<file path="config.mk">
export PLATFORM = sky130hd
export DESIGN_NAME = envelope_gate
export DESIGN_NICKNAME = d
export VERILOG_FILES = /design/src/rtl/envelope_gate.sv
export SDC_FILE = /design/constraint.sdc
export NUM_CORES = 1
export LEC_CHECK = 0
export CORE_ASPECT_RATIO = 0.6
export CORE_MARGIN = 8
export CORE_UTILIZATION = 29
export DETAILED_ROUTE_END_ITERATION = 16
export GPL_ROUTABILITY_DRIVEN = 0
export SYNTH_ARGS = -nofsm -noshare
export SYNTH_HDL_FRONTEND = slang
export SYNTH_SLANG_ARGS = --single-unit
</file>
<file path="constraint.sdc">
create_clock -name clk -period 5.2 [get_ports clk]
set_input_delay 0.78 -clock clk [delete_from_list [all_inputs] [get_ports clk]]
set_output_delay 0.78 -clock clk [all_outputs]
set_load 0.005 [all_outputs]
</file>
<file path="src/rtl/envelope_gate.sv">
// envelope_gate: ADSR amplitude envelope applied to a 1-bit tone as a PWM duty cycle.
// Ports: clk, reset (sync, active-high), signal_in, gate, attack/decay/release
//        rates, sustain_level in; audio_out (PWM-gated tone), level, busy out.
module envelope_gate #(
    parameter int unsigned CLK_DIV  = 25000,
    parameter int unsigned PWM_BITS = 8
) (
    input  logic                clk,
    input  logic                reset,
    input  logic                signal_in,
    input  logic                gate,
    input  logic [3:0]          attack_rate,
    input  logic [3:0]          decay_rate,
    input  logic [PWM_BITS-1:0] sustain_level,
    input  logic [3:0]          release_rate,
    output logic                audio_out,
    output logic [PWM_BITS-1:0] level,
    output logic                busy
);

    localparam int unsigned W  = PWM_BITS;
    localparam int unsigned CW = (CLK_DIV > 1) ? $clog2(CLK_DIV) : 1;

    localparam logic [CW-1:0] TICK_LAST = CW'(CLK_DIV - 1);
    localparam logic [W-1:0]  LVL_MAX   = {W{1'b1}};
    localparam logic [W-1:0]  LVL_ZERO  = '0;

    typedef enum logic [2:0] {
        S_IDLE,
        S_ATTACK,
        S_DECAY,
        S_SUSTAIN,
        S_RELEASE
    } state_t;

    state_t        state_q, state_d;
    logic [W-1:0]  level_q, level_d;
    logic [CW-1:0] tick_cnt_q, tick_cnt_d;
    logic [W-1:0]  pwm_q, pwm_d;
    logic          gate_dly_q;
    logic          audio_q, audio_d;
    logic          busy_q;

    logic          tick;
    logic          rise;
    logic          fall;

    // One extra bit on every step/sum so carries and borrows are visible
    logic [W:0]    step_a, step_d, step_r;
    logic [W:0]    sum_a;
    logic [W:0]    diff_d;
    logic [W:0]    diff_r;
    logic          a_sat;
    logic          d_reach;
    logic          r_empty;

    // ---------------------------------------------------------------
    // Tick divider and gate edge detection
    // ---------------------------------------------------------------
    assign tick = (tick_cnt_q == TICK_LAST);

    always_comb begin
        tick_cnt_d = tick_cnt_q + CW'(1);
        if (tick) begin
            tick_cnt_d = '0;
        end
    end

    assign rise = gate & ~gate_dly_q;
    assign fall = ~gate & gate_dly_q;

    // ---------------------------------------------------------------
    // Saturating level arithmetic
    // ---------------------------------------------------------------
    assign step_a = {{(W-3){1'b0}}, attack_rate}  + (W+1)'(1);
    assign step_d = {{(W-3){1'b0}}, decay_rate}   + (W+1)'(1);
    assign step_r = {{(W-3){1'b0}}, release_rate} + (W+1)'(1);

    assign sum_a  = {1'b0, level_q} + step_a;
    assign diff_d = {1'b0, level_q} - step_d;
    assign diff_r = {1'b0, level_q} - step_r;

    // Carry out or an exact all-ones result both mean full scale
    assign a_sat = sum_a[W] | (&sum_a[W-1:0]);

    // A borrow (top bit set) means the step went below zero
    assign d_reach = (sustain_level >= level_q)
                   | diff_d[W]
                   | (diff_d[W-1:0] <= sustain_level);

    assign r_empty = diff_r[W] | (diff_r[W-1:0] == LVL_ZERO);

    // ---------------------------------------------------------------
    // Envelope state machine
    // ---------------------------------------------------------------
    always_comb begin
        state_d = state_q;
        level_d = level_q;

        unique case (state_q)
            S_IDLE: begin
                level_d = LVL_ZERO;
                if (rise) begin
                    state_d = S_ATTACK;
                end
            end

            S_ATTACK: begin
                if (fall) begin
                    state_d = S_RELEASE;
                end else if (tick) begin
                    if (a_sat) begin
                        level_d = LVL_MAX;
                        state_d = S_DECAY;
                    end else begin
                        level_d = sum_a[W-1:0];
                    end
                end
            end

            S_DECAY: begin
                if (fall) begin
                    state_d = S_RELEASE;
                end else if (tick) begin
                    if (d_reach) begin
                        level_d = sustain_level;
                        state_d = S_SUSTAIN;
                    end else begin
                        level_d = diff_d[W-1:0];
                    end
                end
            end

            S_SUSTAIN: begin
                // Level held on the release edge, otherwise tracks live sustain
                if (fall) begin
                    state_d = S_RELEASE;
                end else begin
                    level_d = sustain_level;
                end
            end

            S_RELEASE: begin
                // Retrigger restarts attack from the current level
                if (rise) begin
                    state_d = S_ATTACK;
                end else if (tick) begin
                    if (r_empty) begin
                        level_d = LVL_ZERO;
                        state_d = S_IDLE;
                    end else begin
                        level_d = diff_r[W-1:0];
                    end
                end
            end

            default: begin
                state_d = S_IDLE;
                level_d = LVL_ZERO;
            end
        endcase
    end

    // ---------------------------------------------------------------
    // PWM modulation of the tone
    // ---------------------------------------------------------------
    assign pwm_d   = pwm_q + W'(1);
    assign audio_d = signal_in & (pwm_q < level_q);

    // ---------------------------------------------------------------
    // Registers
    // ---------------------------------------------------------------
    always_ff @(posedge clk) begin
        if (reset) begin
            state_q    <= S_IDLE;
            level_q    <= LVL_ZERO;
            tick_cnt_q <= '0;
            pwm_q      <= '0;
            gate_dly_q <= 1'b0;
            audio_q    <= 1'b0;
            busy_q     <= 1'b0;
        end else begin
            state_q    <= state_d;
            level_q    <= level_d;
            tick_cnt_q <= tick_cnt_d;
            pwm_q      <= pwm_d;
            gate_dly_q <= gate;
            audio_q    <= audio_d;
            busy_q     <= (state_d != S_IDLE);
        end
    end

    assign audio_out = audio_q;
    assign level     = level_q;
    assign busy      = busy_q;

endmodule

</file>
; ---- Word-level counts from Yosys, hierarchy flattened
; Cells that the tools add are included.
[word_totals]
ff_bits = 37
inputBits = 24
[op_classes]
mux = 23
n_bitwise = 9
n_eq_ne = 12
reduce_logical = 6
magnitude_cmp = 3
addsub = 8
[ops]
columns = op, count
row1 = 8-bit two-way mux, 10
row2 = 3-bit two-way mux, 11
row3 = 8-bit case mux with 4 select lines, 1
row4 = 8-bit by 5-bit subtractor with 9-bit output, 2
row5 = "15-bit by 1-bit adder with 15-bit output, second input constant", 1
row6 = "4-bit by 1-bit adder with 5-bit output, second input constant", 3
row7 = "15-bit equality test, second input constant", 1
row8 = 3-bit case mux with 5 select lines, 1
row9 = "2-bit inequality test, second input constant", 7
row10 = 8-bit by 5-bit adder with 9-bit output, 1
row11 = "8-bit by 1-bit adder with 8-bit output, second input constant", 1
row12 = 8-bit greater-or-equal comparator, 1
row13 = 8-bit less-or-equal comparator, 1
row14 = 8-bit logical NOT, 1
row15 = 8-bit < comparator, 1
row16 = 8-bit AND reduction, 1
row17 = 7-bit AND reduction, 1
row18 = "3-bit by 2-bit equality test with 1-bit output, second input constant", 2
row19 = 1-bit OR, 4
row20 = 1-bit AND, 3
row21 = "3-bit by 1-bit equality test with 1-bit output, second input constant", 1
row22 = "3-bit equality test, second input constant", 1
row23 = 3-bit logical NOT, 1
row24 = 3-bit nonzero test, 1
row25 = 2 further kinds, 3

; ---- Longest topological paths before layout
[depth]
ltp_word = 9
mapped_depth = 15

; ---- Worst setup path before layout
; Ideal clock, no wire load.
[synth_path]
kind = input -> register
start = input decay_rate[1]
end = register level_q[6] (netlist: level[6])
path_buffers = 0
path_stages = 15
arrival_ns = 4.047
setup_ns = 0.095
required_ns = 5.105
setup_slack_ns = 1.058
cell_sequence = inv_1 ha_1 a21o_1 a21oi_1 nor2b_1 or3_1 xnor2_1 ha_1 and4_1 a41o_1 a211o_1 or3_1 nor3_2 a221oi_1 a221oi_1
[synth_via]
elab_chain_len = 8
word_cells_on_any_way = 9
classes_between = 2 x add/sub / 1 x order compare / 4 x mux / 2 x bitwise
[synth_rtl]
columns = item, line
row1 = start: declaration, 13  ; input logic [3:0] decay_rate,
row2 = 4-bit by 1-bit adder with 5-bit output *, 76  ; assign step_d = {{(W-3){1'b0}}, decay_rate} + (W+1)'(1);
row3 = 8-bit by 5-bit subtractor with 9-bit output *, 80  ; assign diff_d = {1'b0, level_q} - step_d;
row4 = 8-bit less-or-equal comparator / 1-bit OR (equally long branches), "89, 88"
row5 = 1-bit OR, 89  ; | (diff_d[W-1:0] <= sustain_level);
row6 = 8-bit two-way mux *, 125  ; if (d_reach) begin
row7 = 8-bit two-way mux *, 124  ; end else if (tick) begin
row8 = 8-bit two-way mux *, 122  ; if (fall) begin
row9 = 8-bit case mux with 4 select lines *, 100  ; unique case (state_q)
row10 = end signal: assignment, 184  ; level_q <= level_d;
row11 = end: declaration, 37  ; logic [W-1:0] level_q, level_d;
; Mark *: on every way between the ends. The rest lies on a longest branch, timed or not. The select of a mux whose other input is x is not followed.
; A chain may end at the register's enable or synchronous reset.

; ---- Worst setup path after layout
; Ends and elaborated chain as after synthesis.

==> summary by stage <==
Global route
The maximum number of pins on one net before global-route repair is 23. The overall global routing resource usage is roughly an eighth. The total overflow reported by the global router is 0. The number of global-route vias before repair is 2815. The first global-routing pass estimated between 10000 and 15000 um of wire.

The number of antenna violations at the first check in global routing was 0.

Logic synthesis
The number of nets in the synthesized netlist is approximately 460. The post-synthesis cell type count is between 60 and 70. The number of warnings printed during yosys synthesis is 0. The synthesized design contains 0 enable-type register cells. Synthesis produced a netlist whose cell count is roughly 390. The share of flip-flops with an asynchronous set or reset after synthesis is 0%.

A synthesized cell averages 8.038 um^2. The primary flip-flop cell chosen by synthesis mapping is sky130_fd_sc_hd__dfxtp_1. Ranked by total cell area, the synthesized netlist is headed by sky130_fd_sc_hd__dfxtp_1 (23%), sky130_fd_sc_hd__ha_1 (15%), sky130_fd_sc_hd__nor2_1 (5.1%), sky130_fd_sc_hd__xor2_1 (4.1%), sky130_fd_sc_hd__xnor2_1 (3.9%).

The top cell type by area accounts for about a quarter of the synthesized area. The sequential fraction of the synthesis area is a little under a quarter. The cell type with the highest aggregate area in the netlist is sky130_fd_sc_hd__dfxtp_1.

The register bit total from synthesis is 37. The synthesized netlist occupies a cell area of between 3000 and 4000 um^2.

Cells and area
The library cells used most frequently in the layout, excluding fill and tap cells, are sky130_fd_sc_hd__nor2_1 (43), sky130_fd_sc_hd__ha_1 (37), sky130_fd_sc_hd__dfxtp_1 (37). The final standard cell count with taps included and fillers excluded is between 500 and 600. The final core area utilization is 35.60%.

The repair_antennas step left the layout with diodes totalling 0. The layout overhead on the synthesized area is 19.12%. The number of nets in the final layout is roughly 490. Of the cells placed in the final design, the portion with a size suffix greater than 1 is roughly 5.9%. The library cell used most frequently in the layout, excluding fill and tap cells, is sky130_fd_sc_hd__nor2_1.

Timing
On the final layout, the worst clock skew is ~0.003 ns. The final number of hold-violating endpoints was 0. Headroom to the max-slew limit came out at about two fifths. Setup repair after global routing left no endpoint under its margin.

The final period utilization is around nine tenths. The max-slew violation count came to 0. The worst-case hold slack is approximately 0.46 ns. Setup violations remaining at the end of the flow were counted as 0. The post-layout minimum cycle time is 4.702 ns. The maximum clock frequency is between 200 and 250 MHz. The transition at the pin with the smallest max-transition slack is around 0.87 ns. The setup TNS after final layout is 0 ns.

Floorplan
34 I/O pins were placed. Once the floorplan was initialized, standard cells occupied around 30% of the core. The die outline width is 150.9 um. The die is ~97 um tall. The total area inside the core boundary comes to around 11000 um^2. The floorplan die area is around 15000 um^2. The floorplan has 29 rows.

Pwr
Summed over all cells, the static leakage comes to between 1 and 1.5 nW. The completed layout was analyzed and its total power is a little under 0.0007 W. IR analysis of the VDD net gives a maximum drop of approximately 120 uV. The power density over the cells is roughly 180 nW/um^2.

CTS
The total clock buffers created by CTS is 5. The number of buffers inserted by hold repair at cts is 0. The worst-case clock buffer depth is 2. The number of clock sinks seen by CTS is 37. The post-cts gate resize count is 0. The TritonCTS clock tree is done.

The buffer cell driving the clock tree root is sky130_fd_sc_hd__clkbuf_16. The maximum level of the CTS H-tree is 2. Once the clock tree was built, the setup fixing pass inserted 0 buffers. The clock insertion delay at the later pin of the skew report is roughly 0.27 ns.

The register clock-pin slew on the reported worst setup and hold paths is roughly 0.06 ns.

Place
The count of port buffers added during placement is 33. The HPWL after detailed placement is roughly 7000 um. In this run, placement finished with an instance count of approximately 560.

Worst setup path
The cell type of the slowest stage on the worst timing path is sky130_fd_sc_hd__clkdlybuf4s50_1. The worst setup path is captured at a register. In this run the critical register-to-register path is captured at level[6]. In this run the critical register-to-register path is launched from level[1].

In this design, the stage delay of the slowest critical-path cell is roughly 0.46 ns. The worst setup path is of the in2reg kind. Measured in cells, the most critical reg-to-reg path has a length of 14. The required time of the worst setup path is approximately 5.4 ns. The top fanout value on the critical path is 8. The kind of cell adding the most delay to the critical path is simple AND/OR/NAND/NOR gates. The critical path buffer and inverter count is 2. Walking the worst path, the cells encountered are clkdlybuf4s50_1 > inv_1 > ha_1 > a21o_1 > a21oi_1 > nor2b_1 > or3_1 > xnor2_1 > ha_1 > and4_1 > a41o_1 > a211o_1 > or3_1 > nor3_2 > a221oi_1 > a221oi_1. Data arrives at the worst endpoint at 4.87 ns. The slack of the worst reg-to-reg path is just under 1 ns. STA classifies the critical path startpoint as an input pin.

Flow run
Max-cap violations in this run came to 0.

Route
After detailed routing, the total wire length is about 8700 um. The mean routed wirelength per cell is between 15 and 20 um. The DRC violation count after routing is 0. The number of iterations in the first detailed-routing pass is 4. The count of routing violations after the opening detailed-route iteration is about 180. The via density per instance is ~5.2.

Once detail routing completed, the nets flagged for antenna violations numbered 0. The routed via count is 2957.

Worst hold path
The end point of the most critical hold path is pwm_q[0]. Counting instances, the worst hold path has a depth of 1. The tightest min-delay check is of the reg2reg type. In this run the most critical hold path is launched from pwm_q[0].

Status
The run finished with clean final reports.
through the flow:
step,worst slack [ns],instance area [um^2]
floorplan,1.058,3167
global placement,0.3330,3630
detailed placement,0.2427,3630
CTS,0.5253,3772
global route,0.2422,3772
finish,0.4977,3772
cell usage after synthesis, types with 2 or more instances:
master,instances
sky130_fd_sc_hd__nand2_1,29
sky130_fd_sc_hd__clkbuf_1,6
sky130_fd_sc_hd__nand3_1,12
sky130_fd_sc_hd__nor3_1,8
sky130_fd_sc_hd__a21o_1,13
sky130_fd_sc_hd__or2_2,3
sky130_fd_sc_hd__a21oi_1,23
sky130_fd_sc_hd__o21bai_1,3
sky130_fd_sc_hd__a221oi_1,8
sky130_fd_sc_hd__o22ai_1,2
sky130_fd_sc_hd__and2_1,3
sky130_fd_sc_hd__o311ai_0,2
sky130_fd_sc_hd__a211oi_1,3
sky130_fd_sc_hd__nor2_1,43
sky130_fd_sc_hd__a31oi_1,4
sky130_fd_sc_hd__xnor2_1,14
sky130_fd_sc_hd__or4_1,2
sky130_fd_sc_hd__and2_2,2
sky130_fd_sc_hd__or3_1,11
sky130_fd_sc_hd__buf_2,3
sky130_fd_sc_hd__nor3b_1,3
sky130_fd_sc_hd__a22oi_1,3
sky130_fd_sc_hd__a41o_1,2
sky130_fd_sc_hd__ha_1,37
sky130_fd_sc_hd__o211ai_1,3
sky130_fd_sc_hd__a211o_1,2
sky130_fd_sc_hd__and3_1,6
sky130_fd_sc_hd__a41oi_1,2
sky130_fd_sc_hd__nor2b_1,7
sky130_fd_sc_hd__o21ai_0,12
sky130_fd_sc_hd__nand2b_1,5
sky130_fd_sc_hd__xor2_1,15
sky130_fd_sc_hd__nand4_1,2
sky130_fd_sc_hd__nor4_1,3
sky130_fd_sc_hd__fa_1,3
sky130_fd_sc_hd__and4_1,2
sky130_fd_sc_hd__dfxtp_1,37
sky130_fd_sc_hd__inv_1,32
final cells by class:
class | instances | area, um^2
timing repair buffer | 36 | 352.8
sequential | 37 | 740.7
inverter | 33 | 123.9
tap | 139 | 173.9
clock buffer | 7 | 142.6
fill | 1121 | 6823
multi-input combinational | 312 | 2238
layer usage:
layer,GRT usage (%),vias up,part of all wire [%]
li1,-,1469,-
met1,17.78,1392,53
met2,16.34,90,39
met3,3.628,6,7.7
met4,2.195,0,0.54
met5,0,-,0
how the worst max path moves through the flow:
stage,start,endpoint,slack [ns],depth (start not counted)
detailed placement,decay_rate[0],level[6],0.24,16
finish,decay_rate[1],level[6],0.50,16
global route,decay_rate[1],level[6],0.24,16
floorplan,decay_rate[1],level[6],1.06,15
CTS,decay_rate[0],level[6],0.53,16
global placement,decay_rate[1],level[6],0.33,16
where the power goes:
part           internal (W)   total, W  switching (W)
Clock              0.000188   0.000297       0.000109
Combinational     0.0000489  0.0000987      0.0000498
Sequential         0.000290   0.000296     0.00000624
Total              0.000527   0.000692       0.000165
registers in the layout, summed over array words and instances (netlist names):
signal,flops
pwm_q,8
audio_out,1
busy,1
tick_cnt_q,15
state_q,3
gate_dly_q,1
level,8
cells by family after synthesis:
group	after synthesis	share of synthesized area [%]
buffers and inverters	45	5.926
and+or+nand+nor	149	25.13
adders and majority gates	40	16.52
DFF	37	23.39
xor gates and xnor gates	29	8.021
AOI/OAI and AO/OA	94	21.02
No activity file was read; power rests on OpenSTA's default activity.
